--- config.mk ---
export PLATFORM = sky130hd
export DESIGN_NAME = bcd_timer_mux
export DESIGN_NICKNAME = d
export VERILOG_FILES = /design/src/rtl/bcd_timer_mux.sv
export SDC_FILE = /design/constraint.sdc
export NUM_CORES = 1
export LEC_CHECK = 0
export CORE_ASPECT_RATIO = 1.25
export CORE_MARGIN = 8
export CORE_UTILIZATION = 39
export CTS_CLUSTER_DIAMETER = 80
export DETAILED_ROUTE_END_ITERATION = 10
export GPL_ROUTABILITY_DRIVEN = 0
export PLACE_DENSITY = 0.65
export SYNTH_ARGS = -nofsm -noshare
export SYNTH_HDL_FRONTEND = slang
export SYNTH_SLANG_ARGS = --single-unit
--- constraint.sdc ---
create_clock -name clk -period 3 [get_ports clk]
set_input_delay 0.9 -clock clk [delete_from_list [all_inputs] [get_ports clk]]
set_output_delay 0.9 -clock clk [all_outputs]
set_load 0.1 [all_outputs]
--- src/rtl/bcd_timer_mux.sv ---
// bcd_timer_mux: multi-digit BCD up/down timer with a built-in seven-segment scan driver.
// Define BCD_TIMER_BLANK_EN for leading-zero blanking; the direction input is count_type ("type" is reserved).
`timescale 1ns/1ps
module bcd_timer_mux #(
   parameter int DIGITS   = 2,
   parameter int CLK_HZ   = 50000000,
   parameter int TICK_HZ  = 1,
   parameter int SCAN_DIV = 17
) (
   input  logic                clk,
   input  logic                clr,
   input  logic                load,
   input  logic                count_type,
   input  logic                en,
   input  logic [4*DIGITS-1:0] in,
   output logic [4*DIGITS-1:0] q,
   output logic                tc,
   output logic [6:0]          a_to_g,
   output logic [DIGITS-1:0]   an
);
   localparam int PRE_N = CLK_HZ / TICK_HZ;
   localparam int PRE_W = $clog2(PRE_N);
   localparam int SEL_W = (DIGITS > 1) ? $clog2(DIGITS) : 1;
   localparam logic [PRE_W-1:0]  PRE_MAX = PRE_W'(PRE_N - 1);
   localparam logic [SEL_W:0]    DIG_L   = (SEL_W + 1)'(DIGITS);
   localparam logic [DIGITS-1:0] AN_RST  = ~(DIGITS'(1'b1));

   function automatic logic [3:0] clamp_digit(input logic [3:0] d);
      logic [3:0] r;
      if (d > 4'd9) r = 4'd9;
      else          r = d;
      return r;
   endfunction

   function automatic logic [6:0] glyph(input logic [3:0] d);
      logic [6:0] g;
      case (d)
         4'd0:    g = 7'b0000001;
         4'd1:    g = 7'b1001111;
         4'd2:    g = 7'b0010010;
         4'd3:    g = 7'b0000110;
         4'd4:    g = 7'b1001100;
         4'd5:    g = 7'b0100100;
         4'd6:    g = 7'b0100000;
         4'd7:    g = 7'b0001111;
         4'd8:    g = 7'b0000000;
         4'd9:    g = 7'b0000100;
         default: g = 7'b1111111;
      endcase
      return g;
   endfunction

   logic [PRE_W-1:0]    pre_r;
   logic [SCAN_DIV-1:0] scan_r;
   logic [4*DIGITS-1:0] q_r;
   logic                tc_r;
   logic [6:0]          seg_r;
   logic [DIGITS-1:0]   an_r;

   logic [4*DIGITS-1:0] q_next_s;
   logic [4*DIGITS-1:0] load_val_s;
   logic                carry_s;
   logic [3:0]          dig_s;
   logic                tick_s;
   logic [SEL_W-1:0]    sel_s;
   logic [SEL_W-1:0]    k_s;
   logic [3:0]          cur_dig_s;
   logic [DIGITS-1:0]   blank_s;
   logic [6:0]          seg_s;

   assign tick_s = en && (pre_r == PRE_MAX);

   // Ripple BCD step in the selected direction, plus the clamped load value
   always_comb begin
      q_next_s   = q_r;
      load_val_s = '0;
      carry_s    = 1'b1;
      dig_s      = 4'd0;
      for (int i = 0; i < DIGITS; i++) begin
         dig_s = q_r[4*i +: 4];
         load_val_s[4*i +: 4] = clamp_digit(in[4*i +: 4]);
         if (!carry_s) begin
            q_next_s[4*i +: 4] = dig_s;
         end else if (count_type) begin
            if (dig_s == 4'd0) begin
               q_next_s[4*i +: 4] = 4'd9;
            end else begin
               q_next_s[4*i +: 4] = dig_s - 4'd1;
               carry_s = 1'b0;
            end
         end else begin
            if (dig_s >= 4'd9) begin
               q_next_s[4*i +: 4] = 4'd0;
            end else begin
               q_next_s[4*i +: 4] = dig_s + 4'd1;
               carry_s = 1'b0;
            end
         end
      end
   end

   // Prescaler, count register and terminal-count pulse; load overrides any same-cycle tick
   always_ff @(posedge clk or negedge clr) begin
      if (!clr) begin
         pre_r <= '0;
         q_r   <= '0;
         tc_r  <= 1'b0;
      end else if (load) begin
         pre_r <= '0;
         q_r   <= load_val_s;
         tc_r  <= 1'b0;
      end else begin
         if (en) pre_r <= (pre_r == PRE_MAX) ? '0 : pre_r + PRE_W'(1);
         else    pre_r <= pre_r;
         if (tick_s) begin
            q_r  <= q_next_s;
            tc_r <= carry_s;
         end else begin
            q_r  <= q_r;
            tc_r <= 1'b0;
         end
      end
   end

   // Digit select from the top scan bits, folded back into range for non-power-of-two DIGITS
   always_comb begin
      sel_s = scan_r[SCAN_DIV-1 -: SEL_W];
      if ({1'b0, sel_s} >= DIG_L) k_s = SEL_W'({1'b0, sel_s} - DIG_L);
      else                        k_s = sel_s;
      cur_dig_s = q_r[{k_s, 2'b00} +: 4];
   end

`ifdef BCD_TIMER_BLANK_EN
   logic zero_run_s;

   // A digit blanks when it and every higher digit are zero; digit 0 always shows
   always_comb begin
      zero_run_s = 1'b1;
      blank_s    = '0;
      for (int i = DIGITS - 1; i > 0; i--) begin
         if (q_r[4*i +: 4] != 4'd0) zero_run_s = 1'b0;
         else                       zero_run_s = zero_run_s;
         blank_s[i] = zero_run_s;
      end
   end
`else
   assign blank_s = '0;
`endif

   // Segment pattern for the digit currently being scanned
   always_comb begin
      if (blank_s[k_s]) seg_s = 7'b1111111;
      else              seg_s = glyph(cur_dig_s);
   end

   // Free-running scan counter and registered display outputs (one cycle behind q)
   always_ff @(posedge clk or negedge clr) begin
      if (!clr) begin
         scan_r <= '0;
         an_r   <= AN_RST;
         seg_r  <= 7'b0000001;
      end else begin
         scan_r <= scan_r + SCAN_DIV'(1);
         an_r   <= ~(DIGITS'(1'b1) << k_s);
         seg_r  <= seg_s;
      end
   end

   assign q      = q_r;
   assign tc     = tc_r;
   assign a_to_g = seg_r;
   assign an     = an_r;
endmodule

Word level (Yosys, flattened, before mapping)
Memories as Yosys holds them, arrays and structs flattened. A register that Yosys moved wholly into a read port is not among the register bits.
Cells that the tools add are included.
Storage, ports and cells
  memories: 1
  logic and storage cells: 52
  register bits: 54
  bits of input ports: 13
  output and inout bits: 18
  ROM bits: 112
Memories
  (name not given): words 16, width 7, rd ports 1, clocked after Yosys merged registers in 1, wr ports 0, line 37  | case (d)
Cells by class
  multiplexer cells: 23
  $lt $le $gt $ge: 4
  equality and inequality tests: 1
  bitwise gates (word level): 1
  reductions and logical operators: 8
  add/sub/neg operators: 6
  shift operators: 2
Operators with widths (number)
  26-bit 2-to-1 mux: 3
  4-bit 2-to-1 mux: 9
  26-bit by 1-bit adder with 26-bit output (second input constant): 1
  26-bit == test (second input constant): 1
  17-bit by 1-bit adder with 17-bit output (second input constant): 1
  8-bit 2-to-1 mux: 2
  1-bit 2-to-1 mux: 9
  4-bit by 1-bit adder with 4-bit output (second input constant): 2
  4-bit greater-or-equal comparator (second input constant): 2
  4-bit greater-than comparator (second input constant): 2
  4-bit logical NOT: 2
  8-bit by 4-bit indexed part select with 4-bit output: 1
  4-bit by 1-bit subtractor with 4-bit output (second input constant): 2
  2-bit nonzero test: 3
  2-bit inverter: 1
  2-bit AND reduction: 1
  1-bit by 1-bit << shifter with 2-bit output (first input constant): 1
  1-bit logical AND: 1
  1-bit logical NOT: 1

Depth between registers and ports, before layout
  depth after elaboration: 6
  mapped depth: 8
  gate-level depth less buffers: 7

Worst setup path before layout
No wires, ideal clock.
  path type: reg-to-reg
  start: register q_r[0], in the netlist q[0]
  end: register q_r[6], in the netlist q[6]
  period minus slack after synthesis: 2633 ps
  data required time: 2863 ps
  buffers on the path: 0
  arrival: 2496 ps
  slack: 367 ps
  stages on the path, launching flop included: 8
  setup time: 137 ps
  cell sequence: dfrtp_1 -> inv_1 -> ha_1 -> nor3b_1 -> o22ai_1 -> nand4_1 -> nor4_1 -> a311oi_1
On the way
  word-level cells in the longest chain between the ends: 5
  elaborated cells on any way between the ends: 7
  classes of those cells: 1 x order compare; 3 x mux; 3 x reduce/logical
Ends and longest elaborated chain
  start, declared: line 55  | logic [4*DIGITS-1:0] q_r;
  start signal, assigned: line 110  | q_r <= load_val_s;
  start signal, assigned: line 116  | q_r <= q_next_s;
  start signal, assigned: line 119  | q_r <= q_r;
  4-bit greater-or-equal comparator or 4-bit logical NOT (tied branches): line 92, 85
  1-bit 2-to-1 mux, on equally long branches: line 92, 85
  1-bit 2-to-1 mux *: line 84  | end else if (count_type) begin
  2-bit nonzero test (no source line) *
  2-bit AND reduction (no source line) *
Every way passes the cells marked *; elsewhere a longest branch is shown, timed or not.
A chain may end at the register's enable or synchronous reset.

Final worst setup path
  start: input count_type
  end: register q_r[6], in the netlist q[6]
On the way
  word-level cells in the longest chain between the ends: 4
  elaborated cells on any way between the ends: 7
  classes of those cells: 5 x mux; 2 x reduce/logical
Ends and longest elaborated chain
  start, declared: line 13  | input logic count_type,
  4-bit 2-to-1 mux: line 84
  4-bit 2-to-1 mux: line 82  | if (!carry_s) begin
  8-bit 2-to-1 mux: line 115  | if (tick_s) begin
  8-bit 2-to-1 mux: line 108  | end else if (load) begin
Parallel ways exist; a longest one is shown, timed or not. The select of a mux whose other input is x is not followed.

==> out/qor.txt <==
status: finished, final reports clean
gr ovfl total: 0
reg2reg start: q[0]
Clock Pin Slew Worst Setup and Hold Paths: 0.06 ns
# diodes: 0
IO Pins: 31
Tmin final: 2.47 ns
Critical Path End Type: register
Post-CTS Resized: 0
total die area: 12,700 µm²
die height: 124 µm
Max Fclk: 0.405 GHz
relative max-transition margin: 49.1%
synthesized flop and latch total: 61
Static Leak: 1.86 nW
Detailed Place HPWL: 5780 µm
final setup TNS: 0 ns
Data arrival, critical path: 2.66 ns
syn_nets: 412
vias in the first global route: 2,994
clock skew: 0.00582 ns
Unique masters post-synth: 66
Nets: 444
DR DRC count: 0
Hold Crit Depth: 1
Routed WL: 8150 µm
drt wl/cell: 15.0 µm
Core Rows: 39
initial antenna violation count: 0
cts bufs inserted: 9
worst min-delay path class: reg2reg
CP required: 3.19 ns
Reg2Reg Setup Slack: 0.69 ns
CTS max path bufs: 2
R2R depth: 7
setup violators final: 0
dominant synthesized flop cell: dfrtp_1
final hold vios: 0
Routed Antenna Nets: 0
commonest non-fill, non-tap cell in the layout: dfrtp_1
Clk Latency, worst-skew pair: 0.33 ns
Synth Cell Area: 3650 µm²
via/cell ratio: 5.48
async set-or-reset flop fraction in the synthesized netlist: 100%
Post-synth EDFFs: 0
Clock Root Buffer: clkbuf_16
worst reg2reg path endpoint: q[6]
Max VDD drop: 0.354 mV
CP startpoint kind: input pin
initial core utilization: 40.0%
via count: 2,981
Finished Layout Cells: 544
total track usage: 14.1%
total core area: 9130 µm²
layout cell share with drive strength beyond 1: 14.5%
sequential-to-total area share from yosys stat: 41.9%
final core occ: 48.0%
max-slew violation count: 0
Synth warnings: 0
hold_sp: scan_r[0]
Hold EP: scan_r[0]
PwrDens: 648 nW/µm²
first-pass GRT wire length: 14,200 µm
Worst Path Max Fanout: 7
largest net degree at the start of global routing: 62
CTS tree: yes
slew of the pin with the lowest slew margin: 0.763 ns
Post-CTS Repair Setup Buffers: 0
mean post-synth cell area: 9.50 µm²
part of the cycle the worst path needs: 82.3%
max cap viols: 0
H-tree depth: 3
Synth Instances: 384
input/output buffers: 30
CP Class: in2reg
most frequent cells in the layout: dfrtp_1 (59), nor2_1 (33), nand2_1 (27), buf_4 (27), nand3_1 (24)
RSZ-0062 raised after global routing: no
Die Width: 102 µm
iteration-0 DRC count of the detailed router: 100
drt pass-1 iters: 4
Placed Cells: 528
number of clock sinks: 61
CTS Hold Buffers Added: 0
Syn-to-layout area delta: 20.0%
routing by layer:
layer | share of wire [%] | up-vias | track usage, %
met2 | 50 | 55 | 24.0
met4 | 1.9 | 0 | 6.90
li1 | - | 1464 | -
met3 | 4.3 | 13 | 3.08
met5 | 0 | - | 0
met1 | 44 | 1449 | 16.3
flip-flops by register name (all words and copies together) (netlist names):
register	count
tc	1
a_to_g	7
pre_r	26
an	2
q	8
scan_r	17
synthesized netlist by cell type (11+ instances only):
cell type  instances  area [µm²]
dfrtp_1           59        1480
nor2_1            33         124
nand2_1           27         101
nand3_1           24         120
inv_1             17        63.8
o21ai_0           17        85.1
xnor2_1           17         149
ha_1              15         188
nand4_1           15        93.8
xor2_1            13         114
a21oi_1           11        55.1
metrics by stage:
stage / area, µm² / power [mW] / setup WS, ns / hold WS, ns
2_1_floorplan: 3650 / 1.48 / 0.367 / 0.352
3_3_place_gp: 4030 / 1.64 / 0.240 / 0.442
3_5_place_dp: 4030 / 1.65 / 0.253 / 0.443
4_1_cts: 4380 / 2.87 / 0.576 / 0.452
5_1_grt: 4380 / 2.96 / 0.393 / 0.468
6_report: 4380 / 2.84 / 0.530 / 0.447
power breakdown:
group	internal (mW)	total (mW)	switching, mW
combinational	0.182	0.704	0.522
sequential	0.873	0.928	0.0556
clock	0.815	1.20	0.388
total	1.87	2.84	0.966
worst max-delay path, cell delays in order:
cell	delay [ns]
clkdlybuf4s50_1	0.58
nand3b_1	0.17
o22ai_1	0.23
nand4_1	0.34
nor4_1	0.36
a311oi_1	0.07
area by class of cell:
type | count | area (µm²)
fill | 871 | 4750
multi-input combinational | 288 | 1960
sequential | 61 | 1530
timing repair buffer | 39 | 318
clock buffer | 9 | 225
tap | 123 | 154
clock inverter | 7 | 123
inverter | 17 | 63.8
how the worst max path moves through the flow:
stage                           from         to  slack, ns  depth (start not counted)
after global routing      count_type       q[6]       0.39                          6
after global placement    count_type       q[6]       0.24                          6
after CTS                       load  pre_r[10]       0.58                          8
after floorplan                 q[0]       q[6]       0.37                          7
final                     count_type       q[6]       0.53                          6
after detailed placement  count_type       q[6]       0.25                          6
kinds of logic after synthesis:
family	count (synthesis)	synth area share, %
and+or+nand+nor	165	26.0
AOI/OAI and AO/OA	66	12.1
muxes	12	3.36
adders and majority gates	15	5.15
DFF	61	41.9
buffers and inverters	35	4.25
xor gates and xnor gates	30	7.20
Note: power is estimated with default switching activity, not from simulation.
